File: src/rtl/div_pkg.sv
// Shared constants, FSM encoding and helpers for the sequential restoring divider.
package div_pkg;

    // Operand/result width and iteration count (one quotient bit per cycle).
    localparam int unsigned WIDTH      = 16;
    localparam int unsigned ITERATIONS = WIDTH;
    localparam int unsigned CNT_W      = $clog2(ITERATIONS);

    // FSM encoding.
    localparam int unsigned ST_W = 2;
    localparam logic [ST_W-1:0] ST_IDLE = 2'd0;
    localparam logic [ST_W-1:0] ST_RUN  = 2'd1;
    localparam logic [ST_W-1:0] ST_FIX  = 2'd2;

    // Most negative value; its magnitude wraps to itself when negated.
    localparam logic [WIDTH-1:0] MIN_NEG = {1'b1, {(WIDTH-1){1'b0}}};

    // Conditional two's-complement negation.
    function automatic logic [WIDTH-1:0] cond_neg(input logic [WIDTH-1:0] v,
                                                  input logic             neg);
        return neg ? WIDTH'(-v) : v;
    endfunction

endpackage

File: src/rtl/div_step.sv
// One restoring-division step: shift in a dividend bit and trial-subtract the divisor.
module div_step
    import div_pkg::*;
(
    input  logic [WIDTH-1:0] i_rem,
    input  logic             i_bit,
    input  logic [WIDTH-1:0] i_dvs,
    output logic [WIDTH-1:0] o_rem_c,
    output logic             o_q_bit_c
);

    logic [WIDTH:0] w_shifted;
    logic [WIDTH:0] w_diff;

    // The partial remainder is always below the divisor, so a WIDTH+1-bit
    // difference is wide enough for its MSB to act as the borrow/sign.
    assign w_shifted = {i_rem, i_bit};
    assign w_diff    = w_shifted - {1'b0, i_dvs};

    // Keep the difference when non-negative, otherwise restore the shifted value.
    assign o_q_bit_c = ~w_diff[WIDTH];
    assign o_rem_c   = o_q_bit_c ? w_diff[WIDTH-1:0] : w_shifted[WIDTH-1:0];

endmodule

File: src/rtl/div.sv
// Sequential 16-bit signed/unsigned restoring divider with start/busy/done handshake.
module div
    import div_pkg::*;
(
    input  logic             clk,
    input  logic             rst_n,
    input  logic             start,
    input  logic             signed_op,
    input  logic [WIDTH-1:0] dividend,
    input  logic [WIDTH-1:0] divisor,
    output logic             busy,
    output logic             done,
    output logic [WIDTH-1:0] quotient,
    output logic [WIDTH-1:0] remainder,
    output logic             div_by_zero,
    output logic             overflow
);

    // State and datapath registers.
    logic [ST_W-1:0]  r_state;
    logic             r_signed;
    logic             r_neg_a;
    logic             r_neg_b;
    logic             r_ovf_pend;
    logic [WIDTH-1:0] r_dvd;     // dividend magnitude, shifted out as quotient shifts in
    logic [WIDTH-1:0] r_dvs;     // divisor magnitude
    logic [WIDTH-1:0] r_rem;     // partial remainder
    logic [CNT_W-1:0] r_cnt;

    // Registered outputs.
    logic             r_busy;
    logic             r_done;
    logic [WIDTH-1:0] r_quot;
    logic [WIDTH-1:0] r_remo;
    logic             r_dbz;
    logic             r_ovf;

    // Next-state values.
    logic [ST_W-1:0]  w_state;
    logic             w_signed;
    logic             w_neg_a;
    logic             w_neg_b;
    logic             w_ovf_pend;
    logic [WIDTH-1:0] w_dvd;
    logic [WIDTH-1:0] w_dvs;
    logic [WIDTH-1:0] w_rem;
    logic [CNT_W-1:0] w_cnt;
    logic             w_busy;
    logic             w_done;
    logic [WIDTH-1:0] w_quot;
    logic [WIDTH-1:0] w_remo;
    logic             w_dbz;
    logic             w_ovf;

    // Step datapath outputs.
    logic [WIDTH-1:0] w_step_rem;
    logic             w_step_q;

    // Single restoring iteration on the current partial remainder.
    div_step u_step (
        .i_rem     (r_rem),
        .i_bit     (r_dvd[WIDTH-1]),
        .i_dvs     (r_dvs),
        .o_rem_c   (w_step_rem),
        .o_q_bit_c (w_step_q)
    );

    // Next-state and output logic: accept, iterate, then sign-fix and publish.
    always_comb begin
        w_state    = r_state;
        w_signed   = r_signed;
        w_neg_a    = r_neg_a;
        w_neg_b    = r_neg_b;
        w_ovf_pend = r_ovf_pend;
        w_dvd      = r_dvd;
        w_dvs      = r_dvs;
        w_rem      = r_rem;
        w_cnt      = r_cnt;
        w_busy     = r_busy;
        w_done     = 1'b0;
        w_quot     = r_quot;
        w_remo     = r_remo;
        w_dbz      = r_dbz;
        w_ovf      = r_ovf;

        case (r_state)
            ST_IDLE: begin
                if (start) begin
                    w_dbz = 1'b0;
                    w_ovf = 1'b0;
                    if (divisor == '0) begin
                        // Zero divisor completes immediately without iterating.
                        w_quot = '1;
                        w_remo = dividend;
                        w_dbz  = 1'b1;
                        w_done = 1'b1;
                    end else begin
                        w_state    = ST_RUN;
                        w_busy     = 1'b1;
                        w_signed   = signed_op;
                        w_neg_a    = signed_op & dividend[WIDTH-1];
                        w_neg_b    = signed_op & divisor[WIDTH-1];
                        w_dvd      = cond_neg(dividend, signed_op & dividend[WIDTH-1]);
                        w_dvs      = cond_neg(divisor, signed_op & divisor[WIDTH-1]);
                        w_rem      = '0;
                        w_cnt      = '0;
                        w_ovf_pend = signed_op & (dividend == MIN_NEG) & (divisor == '1);
                    end
                end
            end

            ST_RUN: begin
                w_dvd = {r_dvd[WIDTH-2:0], w_step_q};
                w_rem = w_step_rem;
                w_cnt = r_cnt + CNT_W'(1);
                if (r_cnt == CNT_W'(ITERATIONS - 1)) begin
                    w_state = ST_FIX;
                end
            end

            ST_FIX: begin
                // Quotient truncates toward zero; remainder follows the dividend's sign.
                w_quot  = cond_neg(r_dvd, r_signed & (r_neg_a ^ r_neg_b));
                w_remo  = cond_neg(r_rem, r_signed & r_neg_a);
                w_ovf   = r_ovf_pend;
                w_dbz   = 1'b0;
                w_done  = 1'b1;
                w_busy  = 1'b0;
                w_state = ST_IDLE;
            end

            default: begin
                w_state = ST_IDLE;
                w_busy  = 1'b0;
            end
        endcase
    end

    // State register with asynchronous clear of every register.
    always_ff @(posedge clk or negedge rst_n) begin
        if (!rst_n) begin
            r_state    <= ST_IDLE;
            r_signed   <= 1'b0;
            r_neg_a    <= 1'b0;
            r_neg_b    <= 1'b0;
            r_ovf_pend <= 1'b0;
            r_dvd      <= '0;
            r_dvs      <= '0;
            r_rem      <= '0;
            r_cnt      <= '0;
            r_busy     <= 1'b0;
            r_done     <= 1'b0;
            r_quot     <= '0;
            r_remo     <= '0;
            r_dbz      <= 1'b0;
            r_ovf      <= 1'b0;
        end else begin
            r_state    <= w_state;
            r_signed   <= w_signed;
            r_neg_a    <= w_neg_a;
            r_neg_b    <= w_neg_b;
            r_ovf_pend <= w_ovf_pend;
            r_dvd      <= w_dvd;
            r_dvs      <= w_dvs;
            r_rem      <= w_rem;
            r_cnt      <= w_cnt;
            r_busy     <= w_busy;
            r_done     <= w_done;
            r_quot     <= w_quot;
            r_remo     <= w_remo;
            r_dbz      <= w_dbz;
            r_ovf      <= w_ovf;
        end
    end

    assign busy        = r_busy;
    assign done        = r_done;
    assign quotient    = r_quot;
    assign remainder   = r_remo;
    assign div_by_zero = r_dbz;
    assign overflow    = r_ovf;

endmodule
File: config.mk
export PLATFORM = sky130hd
export DESIGN_NAME = div
export DESIGN_NICKNAME = d
export VERILOG_FILES = /design/src/rtl/div_pkg.sv /design/src/rtl/div_step.sv /design/src/rtl/div.sv
export SDC_FILE = /design/constraint.sdc
export NUM_CORES = 1
export LEC_CHECK = 0
export BUFFER_PORTS_ARGS = -buffer_cell sky130_fd_sc_hd__buf_2
export CORE_AREA = 2 2 110 112
export CTS_CLUSTER_DIAMETER = 60
export DETAILED_ROUTE_END_ITERATION = 10
export DIE_AREA = 0 0 112 114
export PLACE_DENSITY = 0.73
export SLEW_MARGIN = 20
export SYNTH_ARGS = -nofsm -noshare
export SYNTH_HDL_FRONTEND = slang
export SYNTH_SLANG_ARGS = --single-unit
File: constraint.sdc
create_clock -name clk -period 4.44 [get_ports clk]
set_clock_uncertainty 0.15 [all_clocks]
set_input_delay 0.888 -clock clk [delete_from_list [all_inputs] [get_ports clk]]
set_output_delay 0.888 -clock clk [all_outputs]
set_load 0.01 [all_outputs]
**Word level (Yosys, flattened, before mapping)**

Index checks and enable logic that the tools add are counted.

- Bits in registers: 94
- Latch bits: 0
- Bits in writable memories: 0
- Bits in read-only memories: 0
- Input bits: 36
- Output and inout bits: 36
- Memories: 0

- $add $sub $neg: 6
- $mul: 0
- Div/mod/pow operators: 0
- Order comparisons: 0
- Equal/unequal tests: 9
- Shift-type cells: 0
- Mux-type cells: 34
- Bitwise gates (word level): 10
- Reductions and logical operators: 10

Operator list:

| operator | number |
|---|---|
| 16-bit two-way mux | 13 |
| 16-bit one-hot mux with 2 select lines | 4 |
| 16-bit negator | 4 |
| 16-bit == test, second input constant | 2 |
| 17-bit by 16-bit subtractor with 17-bit output | 1 |
| 16-bit zero test | 1 |
| 3-bit AND reduction | 5 |
| 4-bit two-way mux | 2 |
| 2-bit != test, second input constant | 4 |
| 1-bit one-hot mux with 2 select lines | 4 |
| 4-bit one-hot mux with 2 select lines | 1 |
| 1-bit AND | 6 |
| 1-bit two-way mux | 6 |
| 2-bit two-way mux | 3 |
| 4-bit by 1-bit adder with 4-bit output, second input constant | 1 |
| 4-bit == test, second input constant | 1 |
| 2-bit one-hot mux with 2 select lines | 1 |
| 2-bit nonzero test | 2 |
| 1-bit inverter | 3 |
| 2-bit by 1-bit == test with 1-bit output, second input constant | 1 |
| 2-bit == test, second input constant | 1 |
| 2-bit zero test | 1 |
| 2-bit AND reduction | 1 |
| 1-bit bitwise XOR | 1 |

**Logic depth before layout (Yosys ltp)**

- Depth after elaboration: 5
- Mapped depth: 11

**Hierarchy**

From an unflattened synthesis, not the netlist that was laid out.

- Cell total of the unflattened synthesis: 704
- Area, all modules: 6167.2 um^2

By module, submodules not included:

| module | instances | cells each | area each (um^2) | seq. area each (um^2) |
|---|---|---|---|---|
| div | 1 | 576 | 5157.4 | 2352.3 |
| div_step | 1 | 128 | 1009.7 | 0.0 |

**Least setup slack after synthesis**

No wires, ideal clock.

- Path type: flip-flop to flip-flop
- Start: register r_dvd[15]
- End: register r_rem[12]
- Setup time: 0.135 ns
- Arrival: 2.436 ns
- Required time: 4.155 ns
- Setup slack: 1.719 ns
- Stages on the path, launching flop included: 12
- Period minus slack after synthesis: 2.721 ns
- Cells stage by stage: dfrtp_1 -> inv_1 -> ha_1 -> fa_1 -> nand2b_1 -> a21oi_2 -> o31ai_2 -> o311a_4 -> xor2_4 -> buf_4 -> a32oi_1 -> o31ai_1

- Longest elaborated chain between the ends: 3

Ends and longest elaborated chain:

| element | line | source |
|---|---|---|
| start, declared | div.sv:25 | `logic [WIDTH-1:0] r_dvd;` |
| start signal, assigned | div.sv:163 | `r_dvd <= w_dvd;` |
| 17-bit by 16-bit subtractor with 17-bit output | div_step.sv:18 | `assign w_diff = w_shifted - {1'b0, i_dvs};` |
| 16-bit two-way mux | div_step.sv:22 | `assign o_rem_c = o_q_bit_c ? w_diff[WIDTH-1:0] : w_shifted[WIDTH-1:0];` |
| 16-bit one-hot mux with 2 select lines | div.sv:86 | `case (r_state)` |
| end signal, assigned | div.sv:165 | `r_rem <= w_rem;` |
| end, declared | div.sv:27 | `logic [WIDTH-1:0] r_rem;` |

No other way between the ends.
A chain may end at the register's enable or synchronous reset.

**Worst setup path in the final report**

- Start: register r_dvd[15]
- End: register r_rem[2]

Same word-level chain as after synthesis.

==> run summary <==
Height of the die -> 114 um
Die area -> 12800 um2
Final core utilization -> 58.2%
TritonRoute pass-1 iters -> 5
Dpl cell area -> 6500 um2
Post-route ant nets -> 0
Crit path DAT -> 3.27 ns
CP max stage cell -> xor2_4
Kind of critical path -> register to register
Flop pwr share -> 30.4%
End of the critical path -> r_rem[2]$_DFFE_PN0P_
CTS tree -> yes
Synth Instances -> 694
Number of vias per cell -> 5.85
Iteration-0 DRC Markers -> 469
Final Hold Viols -> 0
Seq/Total Area, Yosys -> 38.6%
Relative max-transition margin -> 42.4%
Peak supply drop -> 0.364 mV
Post-CTS Hold Fix Bufs -> 0
Layout cells sized above 1 -> 15.2%
Gp weighted congestion -> 0.901
Final #Nets -> 805
Worst-Margin Slew -> 0.864 ns
Critical Path Sink Type -> register
Post-route design area -> 6820 um2
Setup bufs post-CTS -> 0
Synth Net Count -> 753
Path depth of the worst reg2reg path -> 10
Area growth, synth to finish -> 11.8%
Filler cells -> 1061
Ys flop type -> dfrtp_1
Worst hold path class -> register to register
CTS H-tree depth -> 3
Root buffer cell -> clkbuf_16
End of the worst register-to-register path -> r_rem[2]$_DFFE_PN0P_
Total CTS buffers -> 9
Async set-reset flop share out of synthesis -> 100%
Max_cap viols -> 0
Skew-Pair Late Insertion Delay -> 0.35 ns
Total gr overflow -> 0
Clk sinks -> 94
Clk slew on worst S/H paths -> 0.06 ns
Period utilisation layout -> 71.9%
Largest net degree at the start of global routing -> 69
Most frequent cells in the layout -> 94 x dfrtp_1, 92 x nand2_1, 70 x buf_2
Pwr dens -> 766 nW/um2
Switching share of power -> 44.0%
Final Critical Period -> 3.19 ns
Routed WL -> 14700 um
Antenna diode instance count -> 0
P_leak -> 2.98 nW
Fmax -> 313 MHz
Largest cells by area after synthesis -> dfrtp_1 39%, xor2_1 5.9%, nand2_1 5.7%
Unique masters post-synth -> 63
Cell Int Power -> 2.92 mW
Wirelength per Cell -> 16.3 um
Post_cts resized -> 0
Worst r2r src -> r_dvd[15]$_DFFE_PN0P_
Via count -> 5257
Combinational power share -> 54.0%
Reg2Reg Setup Slack -> 1.25 ns
# DRC -> 0
HPWL after detailed placement -> 10900 um
Die width -> 112 um
RSZ-0062 raised after global routing -> false
Initial Utilization -> 52.1%
Yosys Warn Count -> 0
Final Non-Filler Cells -> 898
Status -> finished clean
Share of total power in the clock network -> 15.6%
Slew Viols, Final -> 0
Setup violators final -> 0
Clock Tree Buf Depth -> 2
Core ar. -> 11700 um2
Setup_tns -> 0 ns
Max incr delay on CP -> 0.60 ns
P_sw -> 2.29 mW
Yosys top cell by area -> dfrtp_1
Most common cell after layout, fill and taps aside -> dfrtp_1
EDFF count, synth -> 0
Initial antenna violation count -> 0
Top cell type's share of synthesized area -> 38.6%
Crit path from -> r_dvd[15]$_DFFE_PN0P_
Number of global-route vias before repair -> 4929
Std-Cell Rows -> 40
CP startpoint kind -> register
Final Power -> 5.22 mW
Syn Area/Cell -> 8.79 um2
Max FO, Critical Path -> 26
Placed Cells -> 882
CP Cell Sequence -> inv_1, ha_1, fa_1, nand2b_1, a21oi_2, o31ai_2, o311a_4, xor2_4, mux2i_1, o21ai_1
Syn Std Cell Area -> 6100 um2
#FFs+latches synth -> 94
# port buffers -> 71
Total global-route track usage -> 23.8%
I/O pins -> 72
Required @ worst endpoint -> 4.52 ns
First-pass GRT wire length -> 24500 um
==> per-stage QoR <==
stage	hold WS [ns]	setup WS, ns
after detailed placement	0.323	1.30
final	0.331	1.25
after global routing	0.356	1.04
after CTS	0.336	1.28
after global placement	0.316	1.34
after floorplan	0.289	1.72
==> worst min path at each step <==
stage                           start                    to  slack [ns]  depth (start not counted)
3_3_place_gp     r_dvs[7]$_DFFE_PN0P_  r_dvs[7]$_DFFE_PN0P_        0.32                          2
5_1_grt          r_dvs[7]$_DFFE_PN0P_  r_dvs[7]$_DFFE_PN0P_        0.36                          2
4_1_cts          r_dvs[7]$_DFFE_PN0P_  r_dvs[7]$_DFFE_PN0P_        0.34                          2
3_5_place_dp     r_dvs[7]$_DFFE_PN0P_  r_dvs[7]$_DFFE_PN0P_        0.32                          2
6_report         r_dvs[7]$_DFFE_PN0P_  r_dvs[7]$_DFFE_PN0P_        0.33                          2
2_1_floorplan  r_ovf_pend$_DFFE_PN0P_  overflow$_DFFE_PN0P_        0.29                          2
==> metal layers <==
metal | routed length (um) | track usage [%] | up-vias
met4 | 253 | 8.21 | 0
li1 | - | - | 2555
met5 | 0 | 0 | -
met1 | 6840 | 34.0 | 2510
met2 | 6670 | 37.1 | 169
met3 | 905 | 3.83 | 23
==> sequential cells by signal, summed over array words and instances (netlist names) <==
signal and cells:
busy 1, div_by_zero 1, done 1, overflow 1
quotient 16, r_cnt 4, r_dvd 16, r_dvs 16
r_neg_a 1, r_neg_b 1, r_ovf_pend 1, r_rem 16
r_signed 1, r_state 2, remainder 16
==> worst max-delay path, delay by kind of cell, from the launching register on <==
family                   cells  cell delay (ns)
AO/OA/AOI/OAI                4             0.79
adder cells (fa/ha/maj)      2             0.62
XOR/XNOR                     1             0.60
flip-flops                   1             0.36
multiplexers                 1             0.27
AND/OR/NAND/NOR              1             0.21
buffers and inverters        1             0.07
==> synth_stat cells, drive strengths merged, types with 7 or more instances <==
| library cell | number |
|---|---|
| clkbuf | 21 |
| dfrtp | 94 |
| nor2 | 45 |
| mux2i | 20 |
| o311ai | 7 |
| o21ai | 71 |
| nand2b | 12 |
| a21o | 7 |
| xor2 | 42 |
| inv | 25 |
| o31ai | 8 |
| nor3 | 27 |
| a221o | 13 |
| nand2 | 93 |
| and2 | 7 |
| ha | 22 |
| a21oi | 51 |
| or3 | 9 |
| nand3 | 20 |
| xnor2 | 28 |
| buf | 17 |
==> logic make-up (layout without fill, tap and decap cells) <==
group | count (synthesis) | count (layout) | synth area share, %
compound gates | 185 | 185 | 19.5
flops | 94 | 94 | 38.6
fa+ha+maj | 23 | 23 | 4.84
buf+inv | 63 | 120 | 4.94
simple gates | 239 | 239 | 18.5
mux | 20 | 20 | 3.28
xor+xnor | 70 | 70 | 10.4
==> power by group through the flow <==
stage	logic, mW	clock network, mW	registers (mW)
global route	3.16	0.864	1.64
global placement	2.70	0	1.58
detailed placement	2.78	0	1.60
finish	2.82	0.812	1.59
floorplan	2.26	0	1.51
CTS	2.80	0.821	1.58
==> cell type report <==
type	instances	area (um2)	share of cell area (%)
clock buffer	14	274	4.02
tap	147	184	2.70
timing repair buffer	79	418	6.13
multi-input combinational	537	3450	50.7
clock inverter	2	38.8	0.569
inverter	25	93.8	1.38
sequential	94	2350	34.5
No activity file was read; power rests on OpenSTA's default activity.
